### config.mk
export PLATFORM = sky130hd
export DESIGN_NAME = add_sub_serial
export DESIGN_NICKNAME = d
export VERILOG_FILES = /design/src/rtl/add_sub_serial_pkg.sv /design/src/rtl/add_sub_fa_cell.sv /design/src/rtl/add_sub_serial.sv
export SDC_FILE = /design/constraint.sdc
export NUM_CORES = 1
export LEC_CHECK = 0
export BUFFER_PORTS_ARGS = -buffer_cell sky130_fd_sc_hd__buf_2
export CORE_ASPECT_RATIO = 1.25
export CORE_MARGIN = 1
export CORE_UTILIZATION = 46
export DETAILED_ROUTE_END_ITERATION = 8
export GPL_TIMING_DRIVEN = 0
export PLACE_DENSITY = 0.73
export RECOVER_POWER = 100
export REMOVE_ABC_BUFFERS = 1
export SKIP_LAST_GASP = 1
export SLEW_MARGIN = 10
export SYNTH_ARGS = -nofsm -noshare
export SYNTH_HDL_FRONTEND = slang
export SYNTH_SLANG_ARGS = --single-unit
### constraint.sdc
create_clock -name clk -period 1.5 [get_ports clk]
set_clock_uncertainty 0.2 [all_clocks]
set_input_delay 0.15 -clock clk [delete_from_list [all_inputs] [get_ports clk]]
set_output_delay 0.15 -clock clk [all_outputs]
set_load 0.01 [all_outputs]
### src/rtl/add_sub_serial_pkg.sv
// Shared types and constants for the bit-serial adder-subtractor.
package add_sub_pkg;

    typedef enum logic [1:0] {
        IDLE,
        RUN,
        DONE
    } state_e;

    localparam int unsigned DEFAULT_WIDTH = 4;
    localparam int unsigned DEFAULT_CNT_W = $clog2(DEFAULT_WIDTH);

endpackage

### src/rtl/add_sub_fa_cell.sv
// Combinational 1-bit full adder; the only arithmetic cell in the serial datapath.
module add_sub_fa_cell (
    input  logic a,
    input  logic b,
    input  logic cin,
    output logic s,
    output logic cout
);

    always_comb begin
        s    = a ^ b ^ cin;
        cout = (a & b) | (cin & (a ^ b));
    end

endmodule

### src/rtl/add_sub_serial.sv
// Bit-serial WIDTH-bit adder-subtractor: one bit per clock, LSB first, through a single full-adder cell.
module add_sub_serial
    import add_sub_pkg::*;
#(
    parameter int unsigned WIDTH = DEFAULT_WIDTH
) (
    input  logic             clk,
    input  logic             rst_n,
    input  logic             in_valid,
    output logic             in_ready,
    input  logic [WIDTH-1:0] a,
    input  logic [WIDTH-1:0] b,
    input  logic             sub,
    output logic             out_valid,
    input  logic             out_ready,
    output logic [WIDTH-1:0] sum,
    output logic             cout,
    output logic             ovf
);

    localparam int unsigned CNT_W = $clog2(WIDTH);

    state_e             state_q, state_d;
    logic [WIDTH-1:0]   a_q, a_d;
    logic [WIDTH-1:0]   b_q, b_d;
    logic [WIDTH-1:0]   s_q, s_d;
    logic [CNT_W-1:0]   cnt_q, cnt_d;
    logic               carry_q, carry_d;
    logic               c_msb_in_q, c_msb_in_d;
    logic               fa_s;
    logic               fa_cout;

    add_sub_fa_cell u_fa (
        .a    (a_q[0]),
        .b    (b_q[0]),
        .cin  (carry_q),
        .s    (fa_s),
        .cout (fa_cout)
    );

    always_comb begin
        state_d    = state_q;
        a_d        = a_q;
        b_d        = b_q;
        s_d        = s_q;
        cnt_d      = cnt_q;
        carry_d    = carry_q;
        c_msb_in_d = c_msb_in_q;
        case (state_q)
            IDLE: begin
                if (in_valid) begin
                    a_d     = a;
                    b_d     = b ^ {WIDTH{sub}};
                    carry_d = sub;
                    cnt_d   = '0;
                    state_d = RUN;
                end
            end
            RUN: begin
                s_d     = {fa_s, s_q[WIDTH-1:1]};
                a_d     = a_q >> 1;
                b_d     = b_q >> 1;
                carry_d = fa_cout;
                cnt_d   = cnt_q + CNT_W'(1);
                // carry_q at this point is the carry into the MSB cell
                if (cnt_q == CNT_W'(WIDTH - 1)) begin
                    c_msb_in_d = carry_q;
                    state_d    = DONE;
                end
            end
            DONE: begin
                if (out_ready) begin
                    state_d = IDLE;
                end
            end
            default: state_d = IDLE;
        endcase
    end

    always_ff @(posedge clk or negedge rst_n) begin
        if (!rst_n) begin
            state_q    <= IDLE;
            a_q        <= '0;
            b_q        <= '0;
            s_q        <= '0;
            cnt_q      <= '0;
            carry_q    <= 1'b0;
            c_msb_in_q <= 1'b0;
        end else begin
            state_q    <= state_d;
            a_q        <= a_d;
            b_q        <= b_d;
            s_q        <= s_d;
            cnt_q      <= cnt_d;
            carry_q    <= carry_d;
            c_msb_in_q <= c_msb_in_d;
        end
    end

    always_comb begin
        in_ready  = (state_q == IDLE);
        out_valid = (state_q == DONE);
        sum       = s_q;
        cout      = carry_q;
        ovf       = c_msb_in_q ^ carry_q;
    end

endmodule

=== After elaboration in Yosys (flattened, before gate mapping) ===
Cells that the tools add are included.

* Register bits: 18
* Bits of input ports: 13
* Output and inout port bits: 8
* Logic and storage cells: 38

* $add $sub $neg: 1
* Eq/ne operators: 6
* Multiplexer cells: 12
* Bitwise logic cells: 7
* Reductions and logical operators: 5

{| class="wikitable"
|+ Operators with widths
! operator !! number
|-
| 4-bit case mux with 2 select lines || 2
|-
| 2-bit 2-to-1 mux || 4
|-
| 4-bit 2-to-1 mux || 2
|-
| 2-bit case mux with 3 select lines || 1
|-
| 2-bit == test, second input constant || 2
|-
| 2-bit inequality test, second input constant || 2
|-
| 2-bit case mux with 2 select lines || 1
|-
| 2-bit AND reduction || 2
|-
| 4-bit bitwise XOR || 1
|-
| 3-bit AND reduction || 1
|-
| 1-bit bitwise XOR || 3
|-
| 2-bit by 1-bit adder with 2-bit output, second input constant || 1
|-
| 1-bit bitwise AND || 2
|-
| 2-bit by 1-bit == test with 1-bit output, second input constant || 1
|-
| 2-bit logical NOT || 1
|-
| 2-bit by 1-bit inequality test with 1-bit output, second input constant || 1
|-
| 1-bit case mux with 2 select lines || 1
|-
| 2-bit nonzero test || 1
|-
| 1-bit 2-to-1 mux || 1
|-
| 1-bit bitwise OR || 1
|}

=== Logic depth before layout (Yosys ltp) ===
Gate-level depths: netlist of the first run.

* Depth in word-level cells: 4
* Mapped depth: 4
* Mapped depth without buffers: 3

=== By module ===
A second synthesis of the first run with hierarchy kept.

* Cells, all modules: 80
* Area total of the unflattened synthesis: 902.1 um^2

{| class="wikitable"
|+ By module, submodules not included
! module !! times used !! cells an instance !! area an instance (um^2)
|-
| add_sub_serial || 1 || 79 || 882.1
|-
| add_sub_fa_cell || 1 || 1 || 20.0
|}

=== Least setup slack after synthesis of the first run ===
No wires, ideal clock.

* Path kind: reg-to-reg
* Start: reg carry_q, in the netlist cout
* End: reg s_q[3], in the netlist sum[3]
* Setup time: 125 ps
* Arrival time: 1182 ps
* Data required time: 1175 ps
* Setup slack: -7 ps
* Cell stages (with the launch flop): 3
* Clock period less this slack: 1507 ps
* Cells stage by stage: dfrtp_1 fa_1 mux2_2

* Cells in the longest elaborated chain, start to end: 1

{| class="wikitable"
|+ Ends and longest elaborated chain
! element !! line !! source
|-
| start, declared || add_sub_serial.sv:28 || <nowiki>logic carry_q, carry_d;</nowiki>
|-
| start signal, assigned || add_sub_serial.sv:95 || <nowiki>carry_q <= carry_d;</nowiki>
|-
| 1-bit bitwise XOR || add_sub_fa_cell.sv:11 || <nowiki>s = a ^ b ^ cin;</nowiki>
|-
| via fa_s || add_sub_serial.sv:30 || <nowiki>logic fa_s;</nowiki>
|-
| end signal, assigned || add_sub_serial.sv:85 || <nowiki>s_q <= '0;</nowiki>
|-
| end signal, assigned || add_sub_serial.sv:93 || <nowiki>s_q <= s_d;</nowiki>
|-
| end, declared || add_sub_serial.sv:26 || <nowiki>logic [WIDTH-1:0] s_q, s_d;</nowiki>
|}

The timed path passes the listed nets, and every way through them passes these cells.
A chain may end at the register's enable or synchronous reset.

=== Worst setup path after layout of the first run ===
* Start: reg a_q[0]
* End: reg s_q[3], in the netlist sum[3]

* Cells in the longest elaborated chain, start to end: 2

{| class="wikitable"
|+ Ends and longest elaborated chain
! element !! line !! source
|-
| start, declared || add_sub_serial.sv:24 || <nowiki>logic [WIDTH-1:0] a_q, a_d;</nowiki>
|-
| start signal, assigned || add_sub_serial.sv:83 || <nowiki>a_q <= '0;</nowiki>
|-
| start signal, assigned || add_sub_serial.sv:91 || <nowiki>a_q <= a_d;</nowiki>
|-
| 1-bit bitwise XOR (2 in series) || add_sub_fa_cell.sv:11 ||
|-
| via fa_s || add_sub_serial.sv:30 ||
|}

The timed path passes the listed nets, and every way through them passes these cells.

==> impl_metrics.tcl, run 1 <==
set metrics [dict create \
    vdd_ir_drop_max_v 0.000875 \
    drt_first_pass_iters 4 \
    async_flop_share_pct 100 \
    layout.nets 132 \
    grt_use_total_pct 19.1 \
    via_count 734 \
    dieArea_um2 2160 \
    synth_area_leaders "dfrtp_1, a22oi_1, xor2_1" \
    hold_viol 0 \
    clock_sinks 18 \
    final_cell_area_um2 1170 \
    powerDensity_nw_per_um2 1890 \
    place_area_um2 1000 \
    io_buffers 20 \
    yosys_warnings 0 \
    yosysTopAreaCell "dfrtp_1" \
    die_h_um 51.8 \
    path_cells "fa_1 > mux2_2" \
    slew_headroom_pct 70.9 \
    cts_made_buffers 3 \
    critPathMaxStageDelay_ns 0.47 \
    root_buffer "clkbuf_4" \
    syn_inst 82 \
    synth_most_common_cell "dfrtp_1" \
    cp.required_ns 1.49 \
    ios 21 \
    period_share_pct 97.5 \
    final_max_slew_viol_count 0 \
    ys_ff_latch 18 \
    finalSetupViolations 0 \
    maxCapViolCount 0 \
    worst_setup_path_start_kind "flop" \
    rsz0062_at_grt "yes" \
    cp_max_fo 3 \
    drive_gt1_share_pct 35.3 \
    layout.cells.non_filler 135 \
    whs_ns 0.0171 \
    die_width_um 41.8 \
    gp_congestion 0.758 \
    period_needed_ns 1.46 \
    drt_iter0_markers 10 \
    ys.flop_type "dfrtp_1" \
    n_antenna_cell 0 \
    dp_slack_ns -0.253 \
    tightestPinTransition_ns 0.436 \
    h-tree-depth 1 \
    post_drt_via_cell_ratio 5.44 \
    yosys-top-cells-count "dfrtp_1, a22oi_1, a21oi_1, nand2_1" \
    synth_cell_types 28 \
    worstSetupPathType "flop to flop" \
    drc 0 \
    synth_edf_count 0 \
    hold_path.class "primary input to flop" \
    wl_per_cell_um 13.3 \
    clock_latency_ns 0.29 \
    rows 17 \
    cts_tree "done" \
    antenna_found_initial 0 \
    grt_max_degree 19 \
    syn_area_per_cell_um2 11.1 \
    place_hpwl_um 1140 \
    worstPathArrival_ns 1.46 \
    clockBufferDepth 2 \
    synth_top_area_share_pct 49.5 \
    ant_nets 0 \
    status "finished clean" \
    finalSetupTns_ns 0 \
    leakage_nw 0.585 \
    syn_to_final_growth_pct 28.3 \
    max_freq_ghz 0.684 \
    drt-total-wl_um 1790 \
    start_util_pct 50.4 \
    ys_seq_area_share_pct 49.5 \
    slowest_stage "fa_1" \
    syn_area_um2 911 \
    place_inst 116 \
    clk_pin_slew_worst_paths_ns 0.11 \
    fin_ws_ns 0.0375 \
    grt_pass1_vias 686 \
    endpoint_kind "flop" \
    overflow 0 \
    core_region_area_um2 1810 \
    grt_pass1_wl_um 3080 \
]
==> kinds of logic (layout without fill, tap and decap cells) <==
kind of cell | after synthesis | after routing | share of synthesized area [%]
buffers and inverters | 7 | 41 | 4.26
muxes | 6 | 6 | 8.24
and+or+nand+nor | 19 | 19 | 12.9
adders and majority gates | 2 | 2 | 3.57
AOI/OAI and AO/OA | 25 | 25 | 16.8
DFF | 18 | 18 | 49.5
xor gates and xnor gates | 5 | 5 | 4.81
==> state kept, by name, summed over array words and instances (netlist names) <==
name        cells
cnt_q           2
sum             4
a_q             4
b_q             4
state_q         2
c_msb_in_q      1
cout            1
==> final timing paths <==
check	from	endpoint	slack, ns	depth (start not counted)
min	sub	cout$_DFFE_PN0P_	0.02	3
max	a_q[0]$_DFFE_PN0P_	sum[3]$_DFFE_PN0P_	0.04	2
min in group asynchronous	rst_n	sum[3]$_DFFE_PN0P_	0.11	2
max in group asynchronous	rst_n	state_q[1]$_DFFE_PN0P_	0.67	2
min reg2reg	b_q[3]$_DFFE_PN0P_	b_q[2]$_DFFE_PN0P_	0.30	2
max reg2reg	a_q[0]$_DFFE_PN0P_	sum[3]$_DFFE_PN0P_	0.04	2
==> worst max-delay path: cells and delay by family, from the launching register on <==
kind	cells	cell delay, ns
flops	1	0.43
fa+ha+maj	1	0.47
mux	1	0.26
==> report_power, final <==
part / switching [mW] / internal (mW) / total, mW
clock: 0.156 / 0.148 / 0.304
sequential: 0.184 / 0.705 / 0.888
combinational: 0.477 / 0.544 / 1.02
==> cells in the final DEF (no fill, tap or decap), types with 3 or more instances in the layout <==
master	instances
a22oi_1	7
clkbuf_4	4
buf_4	6
a21oi_1	6
clkbuf_2	3
mux2_2	3
buf_2	14
dlygate4sd3_1	7
dfrtp_2	3
clkbuf_1	4
xor2_1	5
o21ai_0	6
and2b_1	5
nand2_1	6
dfrtp_1	15
==> stage by stage <==
stage,utilization (%),power (mW)
4_1_cts,63.4,2.17
2_1_floorplan,-,1.50
3_3_place_gp,55.5,1.73
5_1_grt,64.6,2.40
3_5_place_dp,55.5,1.77
6_report,64.6,2.21
==> routing by layer <==
| layer | track usage [%] | share of wire (%) |
|---|---|---|
| met5 | 0 | 0 |
| met4 | 11.3 | 1.7 |
| met3 | 2.08 | 3.6 |
| met2 | 31.0 | 50 |
| met1 | 24.7 | 45 |
==> area by class of cell <==
| cell class | count | area, um^2 |
|---|---|---|
| fillers | 138 | 639 |
| clock buffers | 4 | 36.3 |
| flip-flops and latches | 18 | 454 |
| well taps | 19 | 23.8 |
| repair buffers | 35 | 223 |
| inverters | 2 | 7.51 |
| multi-input cells | 57 | 424 |
==> timing repair <==
action                                 CTS  global route
gates resized for setup                  4             2
cloned                                   0             0
hold buffers                             7             0
setup endpoints to repair               19             7
buffers inserted                         4             4
endpoints found under the hold margin   24             0
pin swaps                                1             0
Power figures use the tool's default switching activity.
==> inputs of run 2 (changes only) <==
--- a/config.mk
+++ b/config.mk
@@ -5,13 +5,14 @@
 export SDC_FILE = /design/constraint.sdc
 export NUM_CORES = 1
 export LEC_CHECK = 0
+export ABC_AREA = 1
 export BUFFER_PORTS_ARGS = -buffer_cell sky130_fd_sc_hd__buf_2
 export CORE_ASPECT_RATIO = 1.25
 export CORE_MARGIN = 1
-export CORE_UTILIZATION = 46
+export CORE_UTILIZATION = 45
 export DETAILED_ROUTE_END_ITERATION = 8
 export GPL_TIMING_DRIVEN = 0
-export PLACE_DENSITY = 0.73
+export PLACE_DENSITY = 0.72
 export RECOVER_POWER = 100
 export REMOVE_ABC_BUFFERS = 1
 export SKIP_LAST_GASP = 1
==> run 2 against run 1 <==
Against the previous run:
- global-route usage is 1.2 points higher
- maximum frequency increased by 2.4%
- critical path depth unchanged
- setup slack better by 0.034 ns
- synthesized cell count increased by 24%
- sequential share of layout area increased by 1.9 points
- synthesized area down 6.6%
- via count rose by 3.8%
- final cell count is 13% higher
- non-clock buffer count shrank 4
- count of clock-buffer cells in the layout down 1
==> impl_metrics.tcl, run 2 <==
set metrics [dict create \
    status "finished clean" \
    tightestPinTransition_ns 0.430 \
    n_antenna_cell 0 \
    r2r_start "cout$_DFFE_PN0P_" \
    finalSetupTns_ns 0 \
    place_inst 138 \
    ys.flop_type "dfrtp_1" \
    drive_gt1_share_pct 20.3 \
    cp_max_fo 5 \
    worstSetupEndpoint "in_ready" \
    final_max_slew_viol_count 0 \
    final_util_pct 62.7 \
    yosys_warnings 0 \
    synth_edf_count 0 \
    worstRegToRegCells 3 \
    yosys-top-cells-count "nand2_1, nand3_1, dfrtp_1" \
    endpoint_kind "primary output" \
    ys_ff_latch 18 \
    root_buffer "clkbuf_4" \
    grt_max_degree 19 \
    layout.nets 150 \
    powerDensity_nw_per_um2 1710 \
    r2r-end "sum[3]$_DFFE_PN0P_" \
    h-tree-depth 1 \
    cp.required_ns 1.15 \
    rsz0062_at_grt "yes" \
    r2r_setup_slack_ns 0.13 \
    io_buffers 20 \
    most-common-layout-cells "nand2_1, nand3_1, dfrtp_1" \
    gp_congestion 0.711 \
    worst_setup_path_start_kind "flop" \
    final_common_cell "nand2_1" \
    nFillCells 170 \
    ant_nets 0 \
    start_util_pct 48.2 \
    syn_area_per_cell_um2 8.34 \
    leakage_nw 0.583 \
    worstSetupPathType "flop to primary output" \
    grt_pass1_vias 726 \
    synth_area_leaders "dfrtp_1, nand2_1, nand3_1" \
    overflow 0 \
    die_h_um 50.6 \
    clk_pin_slew_worst_paths_ns 0.09 \
    grt_use_total_pct 20.3 \
    clock_sinks 18 \
    dieArea_um2 2070 \
    slew_headroom_pct 71.3 \
    via_count 762 \
    drt_first_pass_iters 4 \
    drt-total-wl_um 1750 \
    cts_setup_buffers 0 \
    syn_inst 102 \
    synth_top_area_share_pct 52.9 \
    syn_to_final_growth_pct 30.1 \
    hold_path.class "primary input to flop" \
    core_region_area_um2 1770 \
    period_needed_ns 1.43 \
    worstPathArrival_ns 1.08 \
    clockBufferDepth 2 \
    maxCapViolCount 0 \
    period_share_pct 95.2 \
    drc 0 \
    post_drt_via_cell_ratio 5.01 \
    hold_viol 0 \
    drt_iter0_markers 3 \
    finalSetupViolations 0 \
    startpoint "state_q[0]$_DFFE_PN0P_" \
    synth_cell_types 14 \
    antenna_found_initial 0 \
    vdd_ir_drop_max_v 0.000886 \
    layout.cells.non_filler 152 \
    cts_made_buffers 3 \
    clock_latency_ns 0.28 \
    grt_pass1_wl_um 2900 \
    cts_tree "done" \
    async_flop_share_pct 100 \
    ios 21 \
    max_freq_ghz 0.700 \
    syn_area_um2 851 \
    yosysTopAreaCell "dfrtp_1" \
    wl_per_cell_um 11.5 \
    synth_most_common_cell "nand2_1" \
    ys_seq_area_share_pct 52.9 \
    rows 17 \
    die_width_um 40.9 \
]
==> run 2: cell type report <==
cell class,count,area (um^2),area share (%)
Clock buffer,3,22.5,2.03
Inverter,8,32.5,2.94
Multi-Input combinational cell,73,372,33.6
Sequential cell,18,452,40.8
Tap cell,19,23.8,2.15
Timing Repair Buffer,31,205,18.5
==> run 2: worst min-delay path by stage <==
| stage | start | endpoint | slack [ns] | depth (start not counted) |
|---|---|---|---|---|
| 2_1_floorplan | rst_n | a_q[0]$_DFFE_PN0P_ | -0.35 | 0 |
| 3_3_place_gp | rst_n | sum[0]$_DFFE_PN0P_ | -0.10 | 1 |
| 3_5_place_dp | rst_n | sum[0]$_DFFE_PN0P_ | -0.1 | 1 |
| 4_1_cts | sub | cout$_DFFE_PN0P_ | 0.002 | 3 |
| 5_1_grt | sub | cout$_DFFE_PN0P_ | 0.02 | 3 |
| 6_report | sub | cout$_DFFE_PN0P_ | 0.01 | 3 |
==> run 2: cells by family (layout without fill, tap and decap cells) <==
kind of cell,count (synthesis),in the layout,share of synthesized area [%]
fa+ha+maj,2,2,3.82
compound gates,5,5,3.24
flops,18,18,52.9
xor+xnor,2,2,2.06
buf+inv,11,42,6.03
simple gates,64,64,31.9
==> run 2: where the power goes <==
group / leakage (nW) / internal, mW / switching [mW] / total (mW)
combinational: 0.339 / 0.308 / 0.511 / 0.819
sequential: 0.231 / 0.685 / 0.165 / 0.850
clock: 0.0138 / 0.0930 / 0.136 / 0.229
==> run 2: per-layer routing <==
metal | GRT usage [%] | vias up | wire, um | share of wire, %
li1 | - | 391 | - | -
met1 | 23.5 | 354 | 777 | 44
met2 | 35.7 | 15 | 907 | 52
met3 | 2.65 | 2 | 52 | 3.0
met4 | 6.67 | 0 | 14 | 0.80
met5 | 0 | - | 0 | 0
==> run 2: what timing repair did <==
item                                   in CTS  in global routing
hold buffers                               11                  0
endpoints found under the hold margin      28                  0
setup endpoints to repair                   8                 12
gates resized for setup                     3                  5
==> run 2: stage by stage <==
| step | area (um^2) | setup slack [ns] | hold slack, ns | power [mW] |
|---|---|---|---|---|
| 4_1_cts | 1090 | 0.00463 | 0.00208 | 1.88 |
| 3_3_place_gp | 953 | -0.0264 | -0.105 | 1.57 |
| 2_1_floorplan | 830 | 0.149 | -0.346 | 1.34 |
| 3_5_place_dp | 953 | -0.0669 | -0.0997 | 1.61 |
| 6_report | 1110 | 0.0719 | 0.00969 | 1.90 |
| 5_1_grt | 1110 | -0.00165 | 0.0237 | 2.08 |
==> run 2: worst max-delay path: stages, from the launching register on <==
cell and delay, ns:
dfrtp_2 0.48, nor2_4 0.17, buf_2 0.15
==> inputs of run 3 (changes only) <==
--- a/config.mk
+++ b/config.mk
@@ -7,12 +7,11 @@
 export LEC_CHECK = 0
 export ABC_AREA = 1
 export BUFFER_PORTS_ARGS = -buffer_cell sky130_fd_sc_hd__buf_2
-export CORE_ASPECT_RATIO = 1.25
 export CORE_MARGIN = 1
-export CORE_UTILIZATION = 45
+export CORE_UTILIZATION = 54
 export DETAILED_ROUTE_END_ITERATION = 8
 export GPL_TIMING_DRIVEN = 0
-export PLACE_DENSITY = 0.72
+export PLACE_DENSITY = 0.81
 export RECOVER_POWER = 100
 export REMOVE_ABC_BUFFERS = 1
 export SKIP_LAST_GASP = 1
==> constraint.sdc (replaced) <==
create_clock -name clk -period 1.77 [get_ports clk]
set_clock_uncertainty 0.2 [all_clocks]
set_input_delay 0 -clock clk [delete_from_list [all_inputs] [get_ports clk]]
set_output_delay 0 -clock clk [all_outputs]
set_load 0.01 [all_outputs]
==> run 3 against run 2 <==
Against the previous run:
- non-clock buffer count increased by 8
- hold slack better by 0.22 ns
- via count grew 10%
- core utilization rose by 21 points
- clock power fell by 14%
- register-to-register slack got worse by 0.02 ns
- sequential cell count is the same
- sequential share of layout area fell by 1.8 points
- final cell count grew 2.6%
- critical path depth grew 2
- die area fell by 16%
==> impl_metrics.tcl, run 3 (synthesized netlist as in run 2, its figures left out) <==
set metrics [dict create \
    r2r_setup_slack_ns 0.11 \
    cp_max_fo 5 \
    slew_headroom_pct 46.7 \
    antenna_found_initial 0 \
    syn_to_final_growth_pct 35.7 \
    most-common-layout-cells "nand2_1, nand3_1, dlygate4sd3_1" \
    root_buffer "clkbuf_4" \
    final_common_cell "nand2_1" \
    drt_iter0_markers 21 \
    grt_max_degree 19 \
    clk_pin_slew_worst_paths_ns 0.10 \
    hold_path.class "primary input to flop" \
    drt_first_pass_iters 4 \
    clock_sinks 18 \
    final_max_slew_viol_count 0 \
    final_cell_area_um2 1150 \
    worstSetupPathType "flop to flop" \
    endpoint_kind "flop" \
    clock_latency_ns 0.28 \
    grt_pass1_wl_um 3240 \
    drive_gt1_share_pct 14.9 \
    leakage_nw 0.594 \
    powerDensity_nw_per_um2 1370 \
    vdd_ir_drop_max_v 0.00125 \
    via_count 838 \
    finalSetupViolations 0 \
    hold_viol 0 \
    grt_pass1_vias 752 \
    maxCapViolCount 0 \
    worst_setup_path_start_kind "flop" \
    rows 13 \
    post_drt_via_cell_ratio 5.37 \
    ant_nets 0 \
    whs_ns 0.235 \
    n_antenna_cell 0 \
    place_area_um2 948 \
    cts_setup_buffers 0 \
    overflow 0 \
    h-tree-depth 1 \
    clockBufferDepth 2 \
    status "finished clean" \
    rsz0062_at_grt "no" \
    grt_use_total_pct 24.5 \
    finalSetupTns_ns 0 \
    cts_tree "done" \
    drt-total-wl_um 1870 \
    tightestPinTransition_ns 0.797 \
    max_freq_ghz 0.602 \
    layout.nets 158 \
    start_util_pct 61.5 \
    cp.required_ns 1.80 \
    gp_congestion 0.722 \
    die_width_um 41.7 \
    final_util_pct 83.5 \
    io_buffers 20 \
    wl_per_cell_um 12.0 \
    period_needed_ns 1.66 \
    ios 21 \
    die_h_um 41.7 \
    cts_made_buffers 3 \
    place_hpwl_um 1120 \
    drc 0 \
    worstPathArrival_ns 1.69 \
    period_share_pct 93.9 \
    dieArea_um2 1740 \
    core_region_area_um2 1380 \
]
[run 3: changes by cell type in the layout (fill, tap and decap cells not counted), sizes merged]
| cell | delta |
|---|---|
| dlygate4sd3 | +8 |
| clkbuf | +2 |
| buf | -2 |
[run 3: worst paths after layout]
| path | start | endpoint | depth (start not counted) |
|---|---|---|---|
| min in group asynchronous | rst_n | c_msb_in_q$_DFFE_PN0P_ | 3 |
| max in group asynchronous | rst_n | state_q[1]$_DFFE_PN0P_ | 3 |
| max reg2reg | state_q[0]$_DFFE_PN0P_ | cout$_DFFE_PN0P_ | 4 |
| min reg2reg | cnt_q[0]$_DFFE_PN0P_ | cnt_q[0]$_DFFE_PN0P_ | 1 |
| min | a[3] | a_q[3]$_DFFE_PN0P_ | 4 |
| max | state_q[0]$_DFFE_PN0P_ | cout$_DFFE_PN0P_ | 4 |
[run 3: layout make-up]
cell class              instances  area (um^2)
repair buffers                 39          282
clock buffers                   3         22.5
flip-flops and latches         18          450
inverters                       8         30.0
multi-input cells              73          352
well taps                      15         18.8
fillers                        95          228
[run 3: repair_timing]
action | 4_1_cts | 5_1_grt
hold buffers | 19 | 0
endpoints found under the hold margin | 28 | 0
endpoints found under the setup margin | 0 | 2
resized for setup | 0 | 1
[run 3: per-stage QoR]
stage	total power, mW	instances	setup slack [ns]
2_1_floorplan	1.13	99	0.419
5_1_grt	1.71	156	0.0105
6_report	1.58	156	0.109
4_1_cts	1.59	156	0.0405
3_5_place_dp	1.36	134	0.222
3_3_place_gp	1.32	134	0.245
[run 3: where the power goes]
part | internal [mW] | switching [mW] | total [mW]
Sequential | 0.578 | 0.120 | 0.699
Clock | 0.0790 | 0.119 | 0.198
Combinational | 0.250 | 0.431 | 0.681
Total | 0.907 | 0.670 | 1.58
[run 3: routing by layer]
metal	wire (um)	vias up	global-route usage, %
met1	815	405	31.4
met2	955	21	42.8
met3	49	6	2.61
met5	0	-	0
met4	48	0	8.39
li1	-	406	-
[run 3: critical path: stages (launching register included)]
cell and delay, ns:
dfrtp_1 0.44, nor2_2 0.23, nand3_1 0.09, dlygate4sd3_1 0.57, nand3_1 0.08
